### src/rtl/mdu_if.sv
// mdu_if: request/response bundle between the decoder/hazard path and the
// iterative multiply/divide unit.
//   start/funct3/a/b/flush : request side (driven by the pipeline)
//   busy/stall/done/result : response side (driven by mdu_iter)
interface mdu_if #(parameter int XLEN = 32);
  logic            start;
  logic [2:0]      funct3;
  logic [XLEN-1:0] a;
  logic [XLEN-1:0] b;
  logic            flush;
  logic            busy;
  logic            stall;
  logic            done;
  logic [XLEN-1:0] result;

  modport master (output start, funct3, a, b, flush,
                  input  busy, stall, done, result);
  modport slave  (input  start, funct3, a, b, flush,
                  output busy, stall, done, result);
endinterface

### src/rtl/mdu_iter.sv
// mdu_iter: iterative RV32M multiply/divide unit.
//   clk    : rising-edge clock
//   reset  : asynchronous, active-high
//   bus    : mdu_if slave port
//     start/funct3/a/b : request, sampled only in IDLE
//     flush            : abort any operation, no done issued
//     busy             : high in CALC and DONE
//     stall            : start-in-IDLE or CALC (combinational)
//     done/result      : one-cycle pulse, result held until next DONE entry
// Multiply is shift-add, divide is restoring; both iterate 32 times over
// operand magnitudes and fix the sign when the last step lands.
module mdu_iter #(parameter int XLEN = 32) (
  input  logic clk,
  input  logic reset,
  mdu_if.slave bus
);
  typedef enum logic [1:0] {S_IDLE, S_CALC, S_DONE} state_t;

  state_t          r_state;
  logic [4:0]      r_cnt;
  logic [2:0]      r_op;
  logic [XLEN-1:0] r_hi;      // mul: product high half / div: partial remainder
  logic [XLEN-1:0] r_lo;      // mul: multiplier shifting out / div: dividend -> quotient
  logic [XLEN-1:0] r_b;       // multiplicand or divisor magnitude
  logic            r_neg_q;   // negate product / quotient
  logic            r_neg_r;   // negate remainder (sign of a)
  logic            r_busy;
  logic            r_done;
  logic [XLEN-1:0] r_result;

  // ---------------- request decode ----------------
  logic            w_is_div, w_a_sgn, w_b_sgn, w_a_neg, w_b_neg;
  logic [XLEN-1:0] w_a_mag, w_b_mag;
  logic            w_div0, w_ovf, w_special;
  logic [XLEN-1:0] w_spec_res;

  always_comb begin
    w_is_div = bus.funct3[2];
    w_a_sgn  = (bus.funct3 == 3'b001) || (bus.funct3 == 3'b010) ||
               (bus.funct3 == 3'b100) || (bus.funct3 == 3'b110);
    w_b_sgn  = (bus.funct3 == 3'b001) || (bus.funct3 == 3'b100) ||
               (bus.funct3 == 3'b110);
    w_a_neg  = w_a_sgn & bus.a[XLEN-1];
    w_b_neg  = w_b_sgn & bus.b[XLEN-1];
    w_a_mag  = w_a_neg ? -bus.a : bus.a;
    w_b_mag  = w_b_neg ? -bus.b : bus.b;
    w_div0   = w_is_div && (bus.b == '0);
    // only DIV/REM (funct3[0]==0) are signed among the divides
    w_ovf    = w_is_div && !bus.funct3[0] && (bus.a == {1'b1, {(XLEN-1){1'b0}}}) &&
               (bus.b == '1);
    w_special = w_div0 | w_ovf;
    // funct3[1] distinguishes REM/REMU from DIV/DIVU
    if (w_div0)
      w_spec_res = bus.funct3[1] ? bus.a : '1;
    else
      w_spec_res = bus.funct3[1] ? '0 : {1'b1, {(XLEN-1){1'b0}}};
  end

  // ---------------- one iteration step ----------------
  logic [XLEN:0]   w_sum;     // carry + high half after conditional add
  logic [XLEN:0]   w_shift;   // remainder shifted left with next dividend bit
  logic            w_ge;
  logic [XLEN-1:0] w_sub;
  logic [XLEN-1:0] w_hi_nxt, w_lo_nxt;

  always_comb begin
    w_sum   = {1'b0, r_hi} + (r_lo[0] ? {1'b0, r_b} : '0);
    w_shift = {r_hi, r_lo[XLEN-1]};
    w_ge    = (w_shift >= {1'b0, r_b});
    // difference fits XLEN bits whenever w_ge holds
    w_sub   = w_shift[XLEN-1:0] - r_b;
    if (r_op[2]) begin
      w_hi_nxt = w_ge ? w_sub : w_shift[XLEN-1:0];
      w_lo_nxt = {r_lo[XLEN-2:0], w_ge};
    end else begin
      w_hi_nxt = w_sum[XLEN:1];
      w_lo_nxt = {w_sum[0], r_lo[XLEN-1:1]};
    end
  end

  // ---------------- final result from the last step ----------------
  logic [2*XLEN-1:0] w_prod;
  logic [XLEN-1:0]   w_quo, w_rem, w_final;

  always_comb begin
    w_prod = {w_hi_nxt, w_lo_nxt};
    if (r_neg_q) w_prod = -w_prod;
    w_quo  = r_neg_q ? -w_lo_nxt : w_lo_nxt;
    w_rem  = r_neg_r ? -w_hi_nxt : w_hi_nxt;
    case (r_op)
      3'b000:         w_final = w_prod[XLEN-1:0];
      3'b001, 3'b010,
      3'b011:         w_final = w_prod[2*XLEN-1:XLEN];
      3'b100, 3'b101: w_final = w_quo;
      default:        w_final = w_rem;
    endcase
  end

  // ---------------- control FSM ----------------
  always_ff @(posedge clk or posedge reset) begin
    if (reset) begin
      r_state  <= S_IDLE;
      r_cnt    <= '0;
      r_op     <= '0;
      r_hi     <= '0;
      r_lo     <= '0;
      r_b      <= '0;
      r_neg_q  <= 1'b0;
      r_neg_r  <= 1'b0;
      r_busy   <= 1'b0;
      r_done   <= 1'b0;
      r_result <= '0;
    end else if (bus.flush) begin
      // abort from any state; result keeps its last value
      r_state <= S_IDLE;
      r_cnt   <= '0;
      r_busy  <= 1'b0;
      r_done  <= 1'b0;
    end else begin
      case (r_state)
        S_IDLE: begin
          r_done <= 1'b0;
          if (bus.start) begin
            r_op    <= bus.funct3;
            r_hi    <= '0;
            r_lo    <= w_a_mag;
            r_b     <= w_b_mag;
            r_neg_q <= w_a_neg ^ w_b_neg;
            r_neg_r <= w_a_neg;
            r_cnt   <= '0;
            r_busy  <= 1'b1;
            if (w_special) begin
              r_result <= w_spec_res;
              r_done   <= 1'b1;
              r_state  <= S_DONE;
            end else begin
              r_state  <= S_CALC;
            end
          end
        end
        S_CALC: begin
          r_hi  <= w_hi_nxt;
          r_lo  <= w_lo_nxt;
          r_cnt <= r_cnt + 5'd1;
          if (r_cnt == 5'(XLEN-1)) begin
            r_result <= w_final;
            r_done   <= 1'b1;
            r_state  <= S_DONE;
          end
        end
        default: begin
          r_state <= S_IDLE;
          r_busy  <= 1'b0;
          r_done  <= 1'b0;
        end
      endcase
    end
  end

  assign bus.busy   = r_busy;
  assign bus.done   = r_done;
  assign bus.result = r_result;
  assign bus.stall  = (bus.start && (r_state == S_IDLE)) || (r_state == S_CALC);

endmodule
### src/flat_wrapper.sv
// flat-port wrapper written by rule: the top's interface ports become plain ports
module mdu_iter_flat 
#(parameter int XLEN = 32)
  (clk, reset, bus_start, bus_funct3, bus_a, bus_b, bus_flush, bus_busy, bus_stall, bus_done, bus_result);
  mdu_if #(.XLEN(XLEN)) bus_i ();
  input  logic clk;
  input  logic reset;
  input wire logic [$bits(bus_i.start)-1:0] bus_start;
  input wire logic [$bits(bus_i.funct3)-1:0] bus_funct3;
  input wire logic [$bits(bus_i.a)-1:0] bus_a;
  input wire logic [$bits(bus_i.b)-1:0] bus_b;
  input wire logic [$bits(bus_i.flush)-1:0] bus_flush;
  output wire logic [$bits(bus_i.busy)-1:0] bus_busy;
  output wire logic [$bits(bus_i.stall)-1:0] bus_stall;
  output wire logic [$bits(bus_i.done)-1:0] bus_done;
  output wire logic [$bits(bus_i.result)-1:0] bus_result;
  assign bus_i.start = bus_start;
  assign bus_i.funct3 = bus_funct3;
  assign bus_i.a = bus_a;
  assign bus_i.b = bus_b;
  assign bus_i.flush = bus_flush;
  assign bus_busy = bus_i.busy;
  assign bus_stall = bus_i.stall;
  assign bus_done = bus_i.done;
  assign bus_result = bus_i.result;
  mdu_iter #(.XLEN(XLEN)) u_core (.clk(clk), .reset(reset), .bus(bus_i));
endmodule
### config.mk
export PLATFORM = sky130hd
export DESIGN_NAME = mdu_iter_flat
export DESIGN_NICKNAME = d
export VERILOG_FILES = /design/src/rtl/mdu_if.sv /design/src/rtl/mdu_iter.sv /design/src/flat_wrapper.sv
export SDC_FILE = /design/constraint.sdc
export NUM_CORES = 1
export LEC_CHECK = 0
export ABC_CLOCK_PERIOD_IN_PS = 16300
export BUFFER_PORTS_ARGS = -buffer_cell sky130_fd_sc_hd__buf_2
export CAP_MARGIN = 25
export CORE_ASPECT_RATIO = 1.4
export CORE_UTILIZATION = 45
export CTS_BUF_LIST = sky130_fd_sc_hd__clkbuf_4 sky130_fd_sc_hd__clkbuf_8
export CTS_CLUSTER_DIAMETER = 150
export DETAILED_ROUTE_END_ITERATION = 8
export HOLD_SLACK_MARGIN = 0.12
export PLACE_DENSITY_LB_ADDON = 0.15
export SLEW_MARGIN = 20
export SYNTH_ARGS = -nofsm -noshare
export SYNTH_HDL_FRONTEND = slang
export SYNTH_SLANG_ARGS = --single-unit
### constraint.sdc
create_clock -name clk -period 16.3 [get_ports clk]
set_input_delay 4.89 -clock clk [delete_from_list [all_inputs] [get_ports clk]]
set_output_delay 4.89 -clock clk [all_outputs]
set_load 0.02 [all_outputs]
# == Word level (Yosys, flattened, before mapping) ==
# Index checks and enable logic that the tools add are counted.
# op_classes
bitwise_logic,5
mul,0
n_shift,0
n_eq_ne,19
div_mod_pow,0
n_reduce_logical,25
n_addsub,8
n_mux,37
order_cmp,1
# op_table
op,n
32-bit two-way mux,16
32-bit one-hot mux with 2 select lines,3
32-bit negation,4
32-bit one-hot mux with 3 select lines,1
"32-bit equality test, second input constant",2
64-bit two-way mux,1
64-bit negation,1
32-bit by 33-bit adder with 33-bit output,1
33-bit by 32-bit >= comparator with 1-bit output,1
32-bit zero test,1
32-bit subtractor,1
"3-bit equality test, second input constant",4
5-bit two-way mux,2
5-bit one-hot mux with 2 select lines,1
"3-bit by 2-bit equality test with 1-bit output, second input constant",3
2-bit two-way mux,4
"3-bit by 1-bit equality test with 1-bit output, second input constant",2
1-bit logical OR,6
1-bit two-way mux,6
2-bit AND reduction,3
3-bit AND reduction,2
"5-bit by 1-bit adder with 5-bit output, second input constant",1
"5-bit equality test, second input constant",1
1-bit logical AND,5
19 further kinds,23
# word_totals
regBits,142
romBits,0
latchBits,0
wordCells,106
mem_bits_rw,0
output_inout_bits,35
inputBits,71
memories,0

# == Logic depth before layout (Yosys ltp) ==
# depth
word_depth,9
ltp_mapped,24

# == Least setup slack after synthesis ==
# No wires, ideal clock.
# synth_path
path_kind,input to output
startpoint,in bus_start
endpoint,out bus_stall
t_arrival_ns,5.405
t_required_ns,11.410
path_slack_ns,6.005
cell_stages,3
path_cell_list,nor2_1 -> or2_2 -> inv_1
# synth_between
elab_chain_len,2
# synth_lines
item,line_no,rtl
from (decl),flat_wrapper.sv:8,input wire logic [$bits(bus_i.start)-1:0] bus_start;
1-bit logical AND,mdu_iter.sv:163,assign bus.stall = (bus.start && (r_state == S_IDLE)) || (r_state == S_CALC);
1-bit logical OR,mdu_iter.sv:163,
to (decl),flat_wrapper.sv:14,output wire logic [$bits(bus_i.stall)-1:0] bus_stall;
# Every way passes these cells.

# == Worst setup path in the final report ==
# Same ends and word-level chain as after synthesis.

==> flow_summary.yaml <==
cts:
  cts_root_buffer: "clkbuf_8"
  cts_setup_buffers: 0
  path_clk_slew_ps: 100
  clock_path_buffers: 2
  cts_tree: "done"
  clk_latency_ps: 510
  holdBufCountCts: 0
  cts_resized: 0
  cts_max_level: 4
  numCtsBuffers: 17
  cts.sink_count: 142
routing:
  postRouteAntennaNets: 0
  drt-vias-per-instance: 6.27
  post-route-drc-count: 0
  first_pass_iters: 6
  drt_iter0_markers: 1178
  wl_mm: 56.8
  dr_total_vias: 16100
  wl_per_cell_um: 22.2
placed_design:
  io_buffers: 105
  dpl.cell_count: 2528
  dp_slack_ps: 5770
  place_area_um2: 16300
  gp_congestion: 0.981
  dp_hpwl_mm: 44.2
synthesis:
  ys_async_sr_fraction_pct: 100
  netlist_area_um2: 15600
  syn_inst: 2081
  ys_seq_elements: 142
  syn_nets: 2225
  ys_seq_area_share_pct: 22.8
  synth_cell_type_count: 109
  synth_edf_count: 0
  yosysWarnings: 0
  syn_avg_cell_area_um2: 7.49
  synth_flop_cell: "dfrtp_1"
power:
  pwr_density_cell_nw_per_um2: 165
  vdd_drop_max_mv: 0.0658
  power.leakage_nw: 6.90
sta:
  timing.final.crit_period_ps: 10530
  rsz0062_at_grt: "false"
  period_share_pct: 64.6
  hold_viol: 0
  worst_pin_slew_ps: 1050
  final.setup_skew_ps: 29.1
  timing.final.ws_setup_ps: 5770
  fin_setup_tns_ps: 0
  max-slew-margin-rel_pct: 30.0
  holdWs_ps: 486
  finalSetupViolCount: 0
  slew_viol_final: 0
  clock.fmax_mhz: 95.0
critical_path:
  startpoint: "bus_start"
  worstPathArrival_ps: 5640
  path_max_fanout: 4
  cp_common_cell: "buf_2"
  crit_chain: "buf_2, nor2_1, or2_2, inv_1, buf_2"
  crit_buf_inv: 3
  required_ps: 11410
  cp_top_family: "buffers and inverters"
  end_kind: "output port"
  path_class: "in2out"
  slowest_delay_ps: 310
  setup.worst_path.start_class: "primary input"
  rrSetupSlack_ps: 8940
  reg2reg_from: "u_core.r_b[30]"
  slowest_stage: "or2_2"
grt:
  grt_usage_pct: 32.3
  grt_pass1_wl_mm: 88.9
  antenna_found_initial: 0
  first_global_vias: 15400
  grt_max_degree: 98
  gr-total-overflow: 0
cells_and_area:
  post_layout_nonfiller_instances: 2560
  final_cell_area_um2: 16700
  area_growth_pct: 7.08
  diodes: 0
  nets: 2240
  final_common_cell: "a21oi_1"
  final_cell_mix: "a21oi_1, nand2_1, nor2_1"
  drive_gt1_share_pct: 11.5
hold_path:
  min_from: "u_core.bus.busy"
  hp-class: "reg2reg"
die:
  core_area_um2: 34100
  start_util_pct: 45.6
  die_h_um: 222
  io_pins: 106
  dieArea_um2: 35400
  dieWidth_um: 159
  rows: 80
job:
  maxCapViolations: 0
status:
  outcome: "finished, final reports clean"
==> cell families (layout without fill, tap and decap cells) <==
group,after synthesis,after routing,synth area share [%]
AND/OR/NAND/NOR,715,715,22.6
AO/OA/AOI/OAI,714,714,29.7
buffers and inverters,209,237,5.49
XOR/XNOR,177,177,9.95
flip-flops,142,142,22.8
adder cells (fa/ha/maj),73,73,5.96
multiplexers,51,51,3.56
==> per-layer routing <==
metal	part of all wire, %	track usage, %	vias up
met5	0	0	-
met4	7.3	21.8	0
met3	4.1	3.21	154
met2	48	54.8	561
met1	40	38.6	7686
li1	-	-	7652
==> worst reg2reg max path, cell delays in order (launching register included) <==
cell and delay [ps]:
dfrtp_1 500, inv_1 80, ha_1 350, a21o_1 200, a2111oi_0 630, a31oi_1 140
o21a_1 380, nor2_1 640, a21oi_1 250, inv_2 200, ha_1 240, nor3b_1 200
o211ai_1 190, nor3_1 560, nand3_1 370, nor3_1 620, nand2_1 110, nand2_1 200
and2_1 180, nand2_1 100, o31ai_1 480, xor2_1 180, a221oi_1 310, o21ai_1 110
==> synthesized netlist by cell type (18+ instances only) <==
library cell  number  area (µm²)
a211oi_1          22         165
a21o_1            19         143
a21oi_1          216        1080
a221oi_1          18         158
a22o_1            20         175
a31oi_1           23         144
and2_1            43         269
buf_2             27         135
clkbuf_1          85         319
dfrtp_1          142        3550
ha_1              71         888
inv_1             76         285
mux2_2            25         282
mux2i_1           25         250
nand2_1          203         762
nand3_1           34         170
nand4_1           32         200
nor2_1           191         717
nor3_1            72         360
o211ai_1          27         203
o21ai_0          166         831
o21ai_1           26         130
o31ai_1           34         255
or3_1             30         188
xnor2_1          103         902
xor2_1            74         648
==> registers in the layout (all words and copies together) (netlist names) <==
| signal | count |
|---|---|
| u_core.bus.busy | 1 |
| u_core.r_b | 32 |
| u_core.r_op | 3 |
| u_core.bus.done | 1 |
| u_core.r_neg_r | 1 |
| u_core.r_neg_q | 1 |
| u_core.r_hi | 32 |
| u_core.r_state | 2 |
| u_core.r_cnt | 5 |
| u_core.r_lo | 32 |
| u_core.bus.result | 32 |
==> layout make-up <==
cell class	instances	area, µm²
clock inverters	15	148
multi-input cells	1730	11200
fillers	3506	17400
flip-flops and latches	142	3560
repair buffers	127	691
clock buffers	17	234
well taps	451	564
inverters	78	298
==> through the flow <==
| step | util, % | power, mW |
|---|---|---|
| after global placement | 47.8 | 2.41 |
| after global routing | 48.9 | 2.95 |
| final | 48.9 | 2.75 |
| after CTS | 48.9 | 2.72 |
| after floorplan | - | 1.92 |
| after detailed placement | 47.8 | 2.42 |
==> where the power goes <==
group | internal [mW] | total [mW] | switching [mW]
logic | 0.677 | 1.84 | 1.16
registers | 0.458 | 0.623 | 0.165
clock network | 0.113 | 0.289 | 0.176
total | 1.25 | 2.75 | 1.50
==> path summary, 6_finish.rpt <==
check | endpoint | cells after the start
worst max-delay path | bus_stall | 5
worst min-delay path | u_core.bus.busy | 1
worst max register to register | u_core.bus.result[28] | 23
worst min register to register | u_core.bus.busy | 1
max in group asynchronous | u_core.r_hi[19] | 3
min in group asynchronous | u_core.r_lo[4] | 2
Power figures use the tool's default switching activity.
